===== src/rtl/uart_tx_arbiter_if.sv =====
// Requester byte streams plus the single UART transmit stream and arbiter status.
`timescale 1ns/1ps
interface uart_tx_arbiter_if #(
    parameter int N_REQ = 4
);
    logic [N_REQ-1:0]   req_valid;
    logic [8*N_REQ-1:0] req_data;
    logic [N_REQ-1:0]   req_last;
    logic [N_REQ-1:0]   req_ready;
    logic [7:0]         tx_data;
    logic               tx_valid;
    logic               tx_ready;
    logic [2:0]         grant_id;
    logic               busy;
    logic               abort;

    // Arbiter side.
    modport slave (
        input  req_valid, req_data, req_last, tx_ready,
        output req_ready, tx_data, tx_valid, grant_id, busy, abort
    );

    // Requesters and transmitter side.
    modport master (
        output req_valid, req_data, req_last, tx_ready,
        input  req_ready, tx_data, tx_valid, grant_id, busy, abort
    );
endinterface


===== src/rtl/uart_tx_arbiter.sv =====
// Round-robin, message-locked arbiter feeding N_REQ byte streams into one UART
// transmitter, with an idle gap after each message and a stall timeout.
`timescale 1ns/1ps
module uart_tx_arbiter #(
    parameter int N_REQ        = 4,
    parameter int GAP_CLKS     = 235,
    parameter int TIMEOUT_CLKS = 65535
) (
    input  logic             clk,
    input  logic             rst_n,
    uart_tx_arbiter_if.slave bus_io
);
    typedef enum logic [1:0] {IDLE, LOCK, GAP} state_e;

    localparam logic [15:0] GAP_LAST    = 16'(GAP_CLKS == 0 ? 0 : GAP_CLKS - 1);
    localparam logic [15:0] TIMEOUT_LIM = 16'(TIMEOUT_CLKS);
    localparam logic [2:0]  LAST_RST    = 3'(N_REQ - 1);

    state_e      state_q;
    logic [2:0]  grant_q;
    logic [2:0]  last_grant_q;
    logic        busy_q;
    logic        abort_q;
    logic [15:0] gap_cnt_q;
    logic [15:0] stall_cnt_q;

    logic        sel_valid;
    logic        sel_last;
    logic [7:0]  sel_data;
    logic        any_req;
    logic [2:0]  rr_pick_d;
    logic        xfer;
    logic        stall_hit;
    logic        lock_end;
    logic [15:0] stall_inc;

    // Mux the granted requester onto the shared path.
    always_comb begin
        // NOTE: every always_comb output gets a default first so no path infers a latch.
        sel_valid = 1'b0;
        sel_last  = 1'b0;
        sel_data  = 8'h00;
        for (int i = 0; i < N_REQ; i++) begin
            if (grant_q == 3'(i)) begin
                sel_valid = bus_io.req_valid[i];
                sel_last  = bus_io.req_last[i];
                sel_data  = bus_io.req_data[8*i +: 8];
            end
        end
    end

    // Lowest offset from last_grant+1 wins; scanning far-to-near lets it overwrite.
    always_comb begin
        any_req   = |bus_io.req_valid;
        rr_pick_d = last_grant_q;
        for (int off = N_REQ; off >= 1; off--) begin
            for (int i = 0; i < N_REQ; i++) begin
                if (i == (int'(last_grant_q) + off) % N_REQ && bus_io.req_valid[i]) begin
                    rr_pick_d = 3'(i);
                end
            end
        end
    end

    always_comb begin
        bus_io.tx_valid  = 1'b0;
        bus_io.tx_data   = 8'h00;
        bus_io.req_ready = '0;
        if (state_q == LOCK) begin
            bus_io.tx_valid = sel_valid;
            bus_io.tx_data  = sel_data;
            for (int i = 0; i < N_REQ; i++) begin
                bus_io.req_ready[i] = (grant_q == 3'(i)) && bus_io.tx_ready;
            end
        end
    end

    assign xfer      = (state_q == LOCK) && sel_valid && bus_io.tx_ready;
    assign stall_inc = (stall_cnt_q == 16'hFFFF) ? stall_cnt_q : stall_cnt_q + 16'd1;
    assign stall_hit = (state_q == LOCK) && !sel_valid && (stall_inc >= TIMEOUT_LIM);
    assign lock_end  = (xfer && sel_last) || stall_hit;

    // NOTE: state registers use non-blocking assignments so every flop samples pre-edge values.
    always_ff @(posedge clk or negedge rst_n) begin
        if (!rst_n) begin
            state_q      <= IDLE;
            grant_q      <= 3'd0;
            last_grant_q <= LAST_RST;
            busy_q       <= 1'b0;
            abort_q      <= 1'b0;
            gap_cnt_q    <= 16'd0;
            stall_cnt_q  <= 16'd0;
        end else begin
            abort_q <= 1'b0;
            unique case (state_q)
                IDLE: begin
                    if (any_req) begin
                        state_q     <= LOCK;
                        grant_q     <= rr_pick_d;
                        busy_q      <= 1'b1;
                        stall_cnt_q <= 16'd0;
                    end
                end
                LOCK: begin
                    if (lock_end) begin
                        last_grant_q <= grant_q;
                        abort_q      <= stall_hit;
                        stall_cnt_q  <= 16'd0;
                        gap_cnt_q    <= 16'd0;
                        if (GAP_CLKS == 0) begin
                            state_q <= IDLE;
                            busy_q  <= 1'b0;
                        end else begin
                            state_q <= GAP;
                        end
                    end else if (sel_valid) begin
                        stall_cnt_q <= 16'd0;
                    end else begin
                        stall_cnt_q <= stall_inc;
                    end
                end
                GAP: begin
                    if (gap_cnt_q >= GAP_LAST) begin
                        state_q   <= IDLE;
                        busy_q    <= 1'b0;
                        gap_cnt_q <= 16'd0;
                    end else begin
                        gap_cnt_q <= gap_cnt_q + 16'd1;
                    end
                end
                default: begin
                    state_q <= IDLE;
                    busy_q  <= 1'b0;
                end
            endcase
        end
    end

    assign bus_io.grant_id = grant_q;
    assign bus_io.busy     = busy_q;
    assign bus_io.abort    = abort_q;
endmodule


===== src/flat_wrapper.sv =====
// flat-port wrapper written by rule: the top's interface ports become plain ports
module uart_tx_arbiter_flat 
#(
    parameter int N_REQ        = 4,
    parameter int GAP_CLKS     = 235,
    parameter int TIMEOUT_CLKS = 65535
)
  (clk, rst_n, bus_io_req_valid, bus_io_req_data, bus_io_req_last, bus_io_tx_ready, bus_io_req_ready, bus_io_tx_data, bus_io_tx_valid, bus_io_grant_id, bus_io_busy, bus_io_abort);
  uart_tx_arbiter_if #(.N_REQ(N_REQ)) bus_io_i ();
  input  logic clk;
  input  logic rst_n;
  input wire logic [$bits(bus_io_i.req_valid)-1:0] bus_io_req_valid;
  input wire logic [$bits(bus_io_i.req_data)-1:0] bus_io_req_data;
  input wire logic [$bits(bus_io_i.req_last)-1:0] bus_io_req_last;
  input wire logic [$bits(bus_io_i.tx_ready)-1:0] bus_io_tx_ready;
  output wire logic [$bits(bus_io_i.req_ready)-1:0] bus_io_req_ready;
  output wire logic [$bits(bus_io_i.tx_data)-1:0] bus_io_tx_data;
  output wire logic [$bits(bus_io_i.tx_valid)-1:0] bus_io_tx_valid;
  output wire logic [$bits(bus_io_i.grant_id)-1:0] bus_io_grant_id;
  output wire logic [$bits(bus_io_i.busy)-1:0] bus_io_busy;
  output wire logic [$bits(bus_io_i.abort)-1:0] bus_io_abort;
  assign bus_io_i.req_valid = bus_io_req_valid;
  assign bus_io_i.req_data = bus_io_req_data;
  assign bus_io_i.req_last = bus_io_req_last;
  assign bus_io_i.tx_ready = bus_io_tx_ready;
  assign bus_io_req_ready = bus_io_i.req_ready;
  assign bus_io_tx_data = bus_io_i.tx_data;
  assign bus_io_tx_valid = bus_io_i.tx_valid;
  assign bus_io_grant_id = bus_io_i.grant_id;
  assign bus_io_busy = bus_io_i.busy;
  assign bus_io_abort = bus_io_i.abort;
  uart_tx_arbiter #(.N_REQ(N_REQ), .GAP_CLKS(GAP_CLKS), .TIMEOUT_CLKS(TIMEOUT_CLKS)) u_core (.clk(clk), .rst_n(rst_n), .bus_io(bus_io_i));
endmodule

===== config.mk =====
export PLATFORM = sky130hd
export DESIGN_NAME = uart_tx_arbiter_flat
export DESIGN_NICKNAME = d
export VERILOG_FILES = /design/src/rtl/uart_tx_arbiter_if.sv /design/src/rtl/uart_tx_arbiter.sv /design/src/flat_wrapper.sv
export SDC_FILE = /design/constraint.sdc
export NUM_CORES = 1
export LEC_CHECK = 0
export ABC_CLOCK_PERIOD_IN_PS = 7400
export CORE_MARGIN = 4
export CORE_UTILIZATION = 57
export CTS_BUF_LIST = sky130_fd_sc_hd__clkbuf_8
export DETAILED_ROUTE_END_ITERATION = 8
export PLACE_DENSITY = 0.88
export SYNTH_ARGS = -nofsm -noshare
export SYNTH_HDL_FRONTEND = slang
export SYNTH_SLANG_ARGS = --single-unit
export TNS_END_PERCENT = 10

===== constraint.sdc =====
create_clock -name clk -period 7.4 [get_ports clk]
set_clock_uncertainty 0.2 [all_clocks]
set_input_delay 0.74 -clock clk [delete_from_list [all_inputs] [get_ports clk]]
set_output_delay 0.74 -clock clk [all_outputs]
set_load 0.01 [all_outputs]

Yosys cells after proc, flatten, opt, wreduce, memory -nomap -nowiden
Cells that the tools add are included.
Widths: inputs -> output; s select.
Word-level totals
  register bits after elaboration: 42
  latch bits: 0
  RAM bits: 0
  memory bits (read-only): 0
  input port bits: 43
  output and inout port bits: 18
  word-level logic and storage cells: 135
  memories kept: 0
Cells by class
  add/sub/neg operators: 6
  $mul: 0
  divide/modulo/power cells: 0
  $lt $le $gt $ge: 2
  equality and inequality tests: 21
  shift operators: 0
  muxes and demuxes: 48
  bitwise logic cells: 5
  reductions and logical operators: 46
Operators with widths (count)
  $logic_not 32->1: 4
  $mux 16: 6
  $pmux 16 s2: 2
  $mux 3: 16
  $mux 8: 5
  $add 16x1->16 const B: 2
  $logic_and 1x1->1: 25
  $eq 3x3->1 const A: 8
  $eq 16x16->1 const B: 1
  $ge 16x16->1 const B: 1
  $ge 16x8->1 const B: 1
  $mux 1: 13
  $eq 2x3->1 const A: 4
  $reduce_and 2->1: 4
  $reduce_or 2->1: 4
  $eq 3x2->1 const B: 2
  $mux 2: 3
  $ne 2x1->1 const B: 3
  $pmux 2 s3: 1
  $reduce_and 3->1: 2
  $add 2x1->2 const B: 2
  $add 2x2->2 const B: 2
  $and 1x1->1 const A: 4
  $mux 4: 1
  other kinds (11): 12

Depth between registers and ports, before layout
  depth in word-level cells: 21
  mapped depth: 10
  gate-level depth less buffers: 8

Worst setup path after synthesis
OpenSTA, ideal clock, no wires.
  path type: input -> register
  start point: in bus_io_req_valid[3]
  end point: reg u_core.stall_cnt_q[12]
  library setup time: 0.126 ns
  arrival: 2.404 ns
  data required time: 7.074 ns
  slack: 4.670 ns
  stages on the path: 8
  buffers on the path: 1
  path through: mux4_2 a21oi_1 o2111a_1 o2111ai_2 nor3_4 buf_6 nor2_2 a221o_1
On the way
  cells in the longest elaborated chain, start to end: 7
  elaborated cells between the ends (all ways): 14
  those cells by class: eq/ne (1); mux (4); reduce/logical (9)
Ends and longest elaborated chain
  start: declaration: line flat_wrapper.sv:12  | input wire logic [$bits(bus_io_i.req_valid)-1:0] bus_io_req_valid;
  $mux 1: line uart_tx_arbiter.sv:44  | if (grant_q == 3'(i)) begin
  $logic_and 1x1->1 / $logic_not 1->1 (equally long branches): line uart_tx_arbiter.sv:78, uart_tx_arbiter.sv:80
  $logic_and 1x1->1, on equally long branches: line uart_tx_arbiter.sv:78, uart_tx_arbiter.sv:80
  $logic_and 1x1->1, on equally long branches: line uart_tx_arbiter.sv:81, uart_tx_arbiter.sv:80
  $logic_or 1x1->1: line uart_tx_arbiter.sv:81  | assign lock_end = (xfer && sel_last) || stall_hit;
  $mux 16: line uart_tx_arbiter.sv:105  | if (lock_end) begin
  $pmux 16 s2: line uart_tx_arbiter.sv:95  | unique case (state_q)
  end signal: assignment: line uart_tx_arbiter.sv:119  | stall_cnt_q <= stall_inc;
  end: declaration: line uart_tx_arbiter.sv:25  | logic [15:0] stall_cnt_q;
Several ways; a longest one is shown, not always the timed one.
A chain may end at the register's enable or synchronous reset.

Worst setup path in the final report
  start point: in bus_io_req_valid[3]
  end point: reg u_core.gap_cnt_q[6]
On the way
  cells in the longest elaborated chain, start to end: 7
  elaborated cells between the ends (all ways): 10
  those cells by class: eq/ne (1); mux (1); reduce/logical (8)
Ends and longest elaborated chain
  $mux 1 *: line uart_tx_arbiter.sv:44
  $logic_and 1x1->1 / $logic_not 1->1 (equally long branches): line uart_tx_arbiter.sv:78, uart_tx_arbiter.sv:80
  $logic_and 1x1->1, on equally long branches: line uart_tx_arbiter.sv:78, uart_tx_arbiter.sv:80
  $logic_and 1x1->1, on equally long branches: line uart_tx_arbiter.sv:81, uart_tx_arbiter.sv:80
  $logic_or 1x1->1 *: line uart_tx_arbiter.sv:81
  $ne 2x1->1 (no line) *
  $reduce_and 2->1 (no line) *
  end signal: assignment: line uart_tx_arbiter.sv:128  | gap_cnt_q <= gap_cnt_q + 16'd1;
  end: declaration: line uart_tx_arbiter.sv:24  | logic [15:0] gap_cnt_q;
Mark *: on every way between the ends. The rest lies on a longest branch, timed or not.

==> results.tsv <==
stage	metric	value	unit
logic_synthesis	synth_top_area_share	0.3485	
cells_and_area	postLayoutCoreUtil	0.7266	
cells_and_area	fillers	355	
clocking	root_buffer	clkbuf_8	
detailed_routing	drcViolationCount	0	
logic_synthesis	synth_most_common_cell	dfrtp_1	
cells_and_area	fin_cells	419	
timing	finalCriticalPeriod	4.143	ns
logic_synthesis	ys_types	74	
timing	worst-slew-pin-transition	0.9217	ns
floorplan	core	4755	um^2
worst_setup_path	crit_buf_inv	1	
power	p_leak	0.001467	uW
floorplan	row_count	25	
worst_setup_path	startpoint_type	primary input	
timing	fin_setup_tns	0	ns
logic_synthesis	postSynthCellCount	301	
detailed_routing	wirelength	7256	um
placed_design	portBuffers	60	
timing	drv_slew	0	
detailed_routing	num_vias	2604	
timing	rsz0062_at_grt	false	
logic_synthesis	syn-cell-area	2800	um^2
cells_and_area	finalNetCount	397	
detailed_routing	dr.first_iter.drc_count	275	
detailed_routing	ant_nets	0	
global_route	grt_pass1_vias	2459	
clocking	cts_resized	0	
detailed_routing	drtPass1Iterations	4	
logic_synthesis	ys_seq_area_frac	0.3673	
clocking	clock_latency	0.30	ns
logic_synthesis	yosys-top-cells-count	dfrtp_1, nor2_1, nand2_1, o21ai_0, nor4_1	
timing	holdWs	0.2910	ns
cells_and_area	antenna_cells	0	
clocking	clkTransAtPathRegs	0.08	ns
timing	clock.fmax	241.4	MHz
worst_setup_path	path_common_cell	nor3_4	
placed_design	dp.cells	411	
global_route	grt_usage	0.2493	
timing	post-route-period-util	0.5598	
logic_synthesis	synth_edf_count	0	
logic_synthesis	avgSynthCellArea	9.303	um^2
global_route	antenna_found_initial	0	
logic_synthesis	async_flop_share	1.000	
global_route	grt_pass1_wl	12190	um
run_status	run_status	complete, no violations	
clocking	cts_tree	yes	
power	ir_drop	0.0001551	V
worst_setup_path	critPathArrivalTime	4.13	ns
cells_and_area	seq_area	1028	um^2
clocking	hold_buffers	0	
worst_setup_path	required	7.38	ns
clocking	cts-buffers-inserted	5	
logic_synthesis	ys_warn_count	0	
logic_synthesis	dominantRegCellSynth	dfrtp_1	
global_route	grt_max_degree	42	
floorplan	die_w	78.09	um
job	drv_cap	0	
timing	setup_viol	0	
worst_setup_path	end_kind	flop	
clocking	htreeDepth	2	
worst_setup_path	critPathKind	in2reg	
detailed_routing	via_per_inst	6.215	
floorplan	fp.dieH	78.09	um
logic_synthesis	syn_nets	347	
floorplan	start_util	0.5889	
worst_setup_path	cp_max_fo	16	
floorplan	dieArea	6098	um^2
logic_synthesis	ys_ff_latch	41	
timing	max_slew_margin	0.3855	
cells_and_area	syn_to_final_growth	23.37	%
floorplan	num_io_pins	61	
worst_setup_path	cp_slowest_stage_delay	0.67	ns
min_path	hp-class	reg2reg	
worst_setup_path	worstPathCellList	clkdlybuf4s50_1 > mux4_2 > a21oi_1 > o2111a_1 > o2111ai_2 > nor3_4 > nor3_4 > a211o_1	
worst_setup_path	crit_family	compound AO/OA/AOI/OAI gates	
clocking	clockBufferDepth	2	
cells_and_area	drive_gt1_frac	0.1278	
clocking	post-cts-setup-buffer-count	0	
logic_synthesis	synthTopCellsByArea	dfrtp_1, mux2_2, o21ai_0, nor4_1, nor2_1	
clocking	cts_sinks	41	
placed_design	gp_congestion	0.9665	
cells_and_area	multiInputGateArea	1622	um^2
logic_synthesis	yosysTopAreaCell	dfrtp_1	
worst_setup_path	critPathSlowestCell	a21oi_1	
global_route	grt_overflow	0	
placed_design	dp_hpwl	5335	um
timing	hold_viol	0	
power	powerDensity	264.7	nW/um^2
detailed_routing	wire_per_inst	17.32	um
worst_setup_path	r2r_setup_slack	3.36	ns
## final timing paths
path | startpoint | to | cells past startpoint
worst max-delay path | bus_io_req_valid[3] | u_core.gap_cnt_q[6] | 8
worst min-delay path | u_core.gap_cnt_q[10] | u_core.gap_cnt_q[10] | 1
worst max register to register | u_core.bus_io.grant_id[0] | u_core.gap_cnt_q[6] | 7
worst min register to register | u_core.gap_cnt_q[10] | u_core.gap_cnt_q[10] | 1
max in group asynchronous | rst_n | u_core.gap_cnt_q[4] | 1
min in group asynchronous | rst_n | u_core.stall_cnt_q[1] | 1
## cell type report
class,instances,area share
repair buffers,61,0.1746
well taps,67,0.02427
clock buffers,5,0.01992
clock inverters,3,0.005433
multi-input cells,234,0.4694
inverters,8,0.008693
flip-flops and latches,41,0.2977
## where the power goes
group / total [uW] / leakage [uW] / internal (uW) / switching (uW)
logic: 448 / 0.000873 / 221 / 228
clock network: 147 / 0.0000416 / 65.1 / 82.0
registers: 319 / 0.000552 / 257 / 61.9
total: 914 / 0.00147 / 542 / 372
## placed cells by master, fill, tap and decap left out, types with 5 or more instances in the layout
master	count
a21oi_1	10
nand2b_1	7
nor3_1	7
and2_1	10
nand2_1	19
and3_1	6
nand3_1	10
inv_1	9
o21ai_0	19
mux2_2	9
dfrtp_1	39
clkbuf_8	5
nor4_1	14
a31oi_1	5
nor2_1	22
o22ai_1	8
a21o_1	5
clkdlybuf4s50_1	59
## per-stage QoR
step           instance area [um^2]  setup slack, ns  total power [uW]
6_report                       3455            3.257             914.3
5_1_grt                        3455            3.062             978.6
4_1_cts                        3455            3.348             916.7
3_5_place_dp                   3367            3.042             770.7
3_3_place_gp                   3367            3.128             760.7
2_1_floorplan                  2800            4.670             589.1
## metal layers
metal	vias up	wire length [um]	GRT usage
met2	128	3231	0.3844
li1	1242	-	-
met5	-	0	0
met1	1226	3274	0.3418
met3	8	643	0.06422
met4	0	106	0.08566
## cells by family (layout without fill, tap and decap cells)
group / Yosys count / count (layout) / share of synthesized area
DFF: 41 / 41 / 0.3673
muxes: 14 / 14 / 0.06345
and+or+nand+nor: 130 / 130 / 0.2811
adders and majority gates: 3 / 3 / 0.01341
xor gates and xnor gates: 2 / 2 / 0.006257
AOI/OAI and AO/OA: 85 / 85 / 0.2149
buffers and inverters: 26 / 77 / 0.05361
## flip-flops by register name, indices dropped and copies added (netlist names)
| name | cells |
|---|---|
| u_core.bus_io.busy | 1 |
| u_core.bus_io.abort | 1 |
| u_core.last_grant_q | 2 |
| u_core.gap_cnt_q | 16 |
| u_core.bus_io.grant_id | 3 |
| u_core.state_q | 2 |
| u_core.stall_cnt_q | 16 |
No activity file was read; power rests on OpenSTA's default activity.
==> RTL edit (same flow settings) <==
`N_REQ` is set to 4 in 3 places; all go to 8.
--- a/src/rtl/uart_tx_arbiter_if.sv
+++ b/src/rtl/uart_tx_arbiter_if.sv
@@ -1,7 +1,7 @@
 // Requester byte streams plus the single UART transmit stream and arbiter status.
 `timescale 1ns/1ps
 interface uart_tx_arbiter_if #(
-    parameter int N_REQ = 4
+    parameter int N_REQ = 8
 );
     logic [N_REQ-1:0]   req_valid;
     logic [8*N_REQ-1:0] req_data;
--- a/src/rtl/uart_tx_arbiter.sv
+++ b/src/rtl/uart_tx_arbiter.sv
@@ -2,7 +2,7 @@
 // transmitter, with an idle gap after each message and a stall timeout.
 `timescale 1ns/1ps
 module uart_tx_arbiter #(
-    parameter int N_REQ        = 4,
+    parameter int N_REQ        = 8,
     parameter int GAP_CLKS     = 235,
     parameter int TIMEOUT_CLKS = 65535
 ) (
--- a/src/flat_wrapper.sv
+++ b/src/flat_wrapper.sv
@@ -1,7 +1,7 @@
 // flat-port wrapper written by rule: the top's interface ports become plain ports
 module uart_tx_arbiter_flat 
 #(
-    parameter int N_REQ        = 4,
+    parameter int N_REQ        = 8,
     parameter int GAP_CLKS     = 235,
     parameter int TIMEOUT_CLKS = 65535
 )
Ports: changed (resized bus_io_req_data, bus_io_req_last, bus_io_req_ready and bus_io_req_valid); port bits go from 61 to 105. No check against the original RTL was run, so the function may have changed too.
==> RTL edit against the original RTL <==
- area after synthesis increased by 58%
- count of clock-buffer cells in the layout unchanged
- global-route usage is 4.5 points higher
- combinational power rose to 2.7 times the old value
- hold slack better by 6.3 ps
- cell area rose by 59%
- sequential power rose by 34%
- routed wire length increased by 90%
- sequential share of layout area down 11 points
- worst setup slack improved by 200 ps
- total power increased by 100%
- sequential cell count increased by 1
- highest routed layer unchanged
==> RTL edit: results (changes against the original RTL) <==
placed instance area 5360 sq um (+59%); Final nets 710 (+79%); Slew HR 21.4% (-17 points); adder-cell share of the synthesized area 1.42% (+0.077 points); Inverters, non-clock 22 (+14); pin count of the biggest net entering global routing 43 (+2.4%); Netlist cell types 71 (-4.1%); Net Count, Synth 648 (+87%); crit path from bus_io_req_valid[7]; post-synthesis mux area share 14.2% (+7.9 points); P_leak 0.00221 uW (+51%); Buffers, non-clock 105 (+72%); top-count cell post-synth a21oi_1; Seq/Total Area, Yosys 23.9% (-13 points); Clock Sinks 42 (+2.4%); tap cells 99 (+48%); overall routing resource usage 29.5% (+4.5 points); total power 1860 uW (+100%); source of the worst hold timing path u_core.gap_cnt_q[14]; DRT iter0 DRCs 365 (+33%); worst path arrival time 3970 ps (-160 ps); fill count 547 (+54%); cells after synthesis 560 (+86%); share of layout cells above drive strength 1 8.35% (-4.4 points); Synth Area in XOR/XNOR 0% (-0.63 points); # placed instances 714 (+74%); fin cells 722 (+72%); Fmax achieved 0.254 GHz (+5.1%); multi-input logic cell count 446 (+91%); Post-synth top cells a21oi_1 (47), nand2_1 (45), o21ai_0 (43); proportion of final cell area spent on non-clock buffers 19.0% (+1.5 points); status finished clean; WHS Endpoint u_core.gap_cnt_q[14]; GPL Wtd Cong 0.948 (-2.0%); flop2flop setup slack 3490 ps (+130 ps); vias in the first global route 4404 (+79%); hold_ws 297 ps (+6.31 ps); Synth area leaders dfrtp_1 (22%), mux4_2 (6.6%), a21oi_1 (5.3%), o21ai_0 (4.9%), mux2i_1 (4.5%); Synth Area in Compound Gates 28.5% (+7.0 points); sequential power 429 uW (+34%); crit-path max cell delay 950 ps (+280 ps); FF/Latch Area 1050 sq um (+2.6%); multi-input combinational area share 55.6% (+8.6 points); Slowest-stage cell, CP a31oi_2; Clock buf/inv share 2.50% (-0.031 points)
==> RTL edit: cell count changes after synthesis, moves of 12 or more <==
| cell | unedited run | this run |
|---|---|---|
| a21oi_1 | 10 | 47 |
| mux2i_1 | 2 | 20 |
| nand3_1 | 10 | 31 |
| nand2_1 | 19 | 45 |
| o21ai_0 | 19 | 43 |
| nor2_1 | 22 | 34 |
| clkbuf_1 | 6 | 34 |
| inv_1 | 8 | 21 |
==> RTL edit: cells by family (layout without fill, tap and decap cells) <==
logic type / count (synthesis) / count (layout)
compound gates: 189 / 189
simple gates: 208 / 208
fa+ha+maj: 5 / 5
buf+inv: 72 / 135
flops: 42 / 42
mux: 44 / 44
==> RTL edit: layer usage <==
| layer | share of wire [%] | global-route usage, % | up-vias |
|---|---|---|---|
| met2 | 50 | 49.3 | 273 |
| met4 | 2.0 | 7.23 | 0 |
| met1 | 40 | 39.7 | 2219 |
| li1 | - | - | 2262 |
| met5 | 0 | 0 | - |
| met3 | 8.5 | 4.69 | 30 |
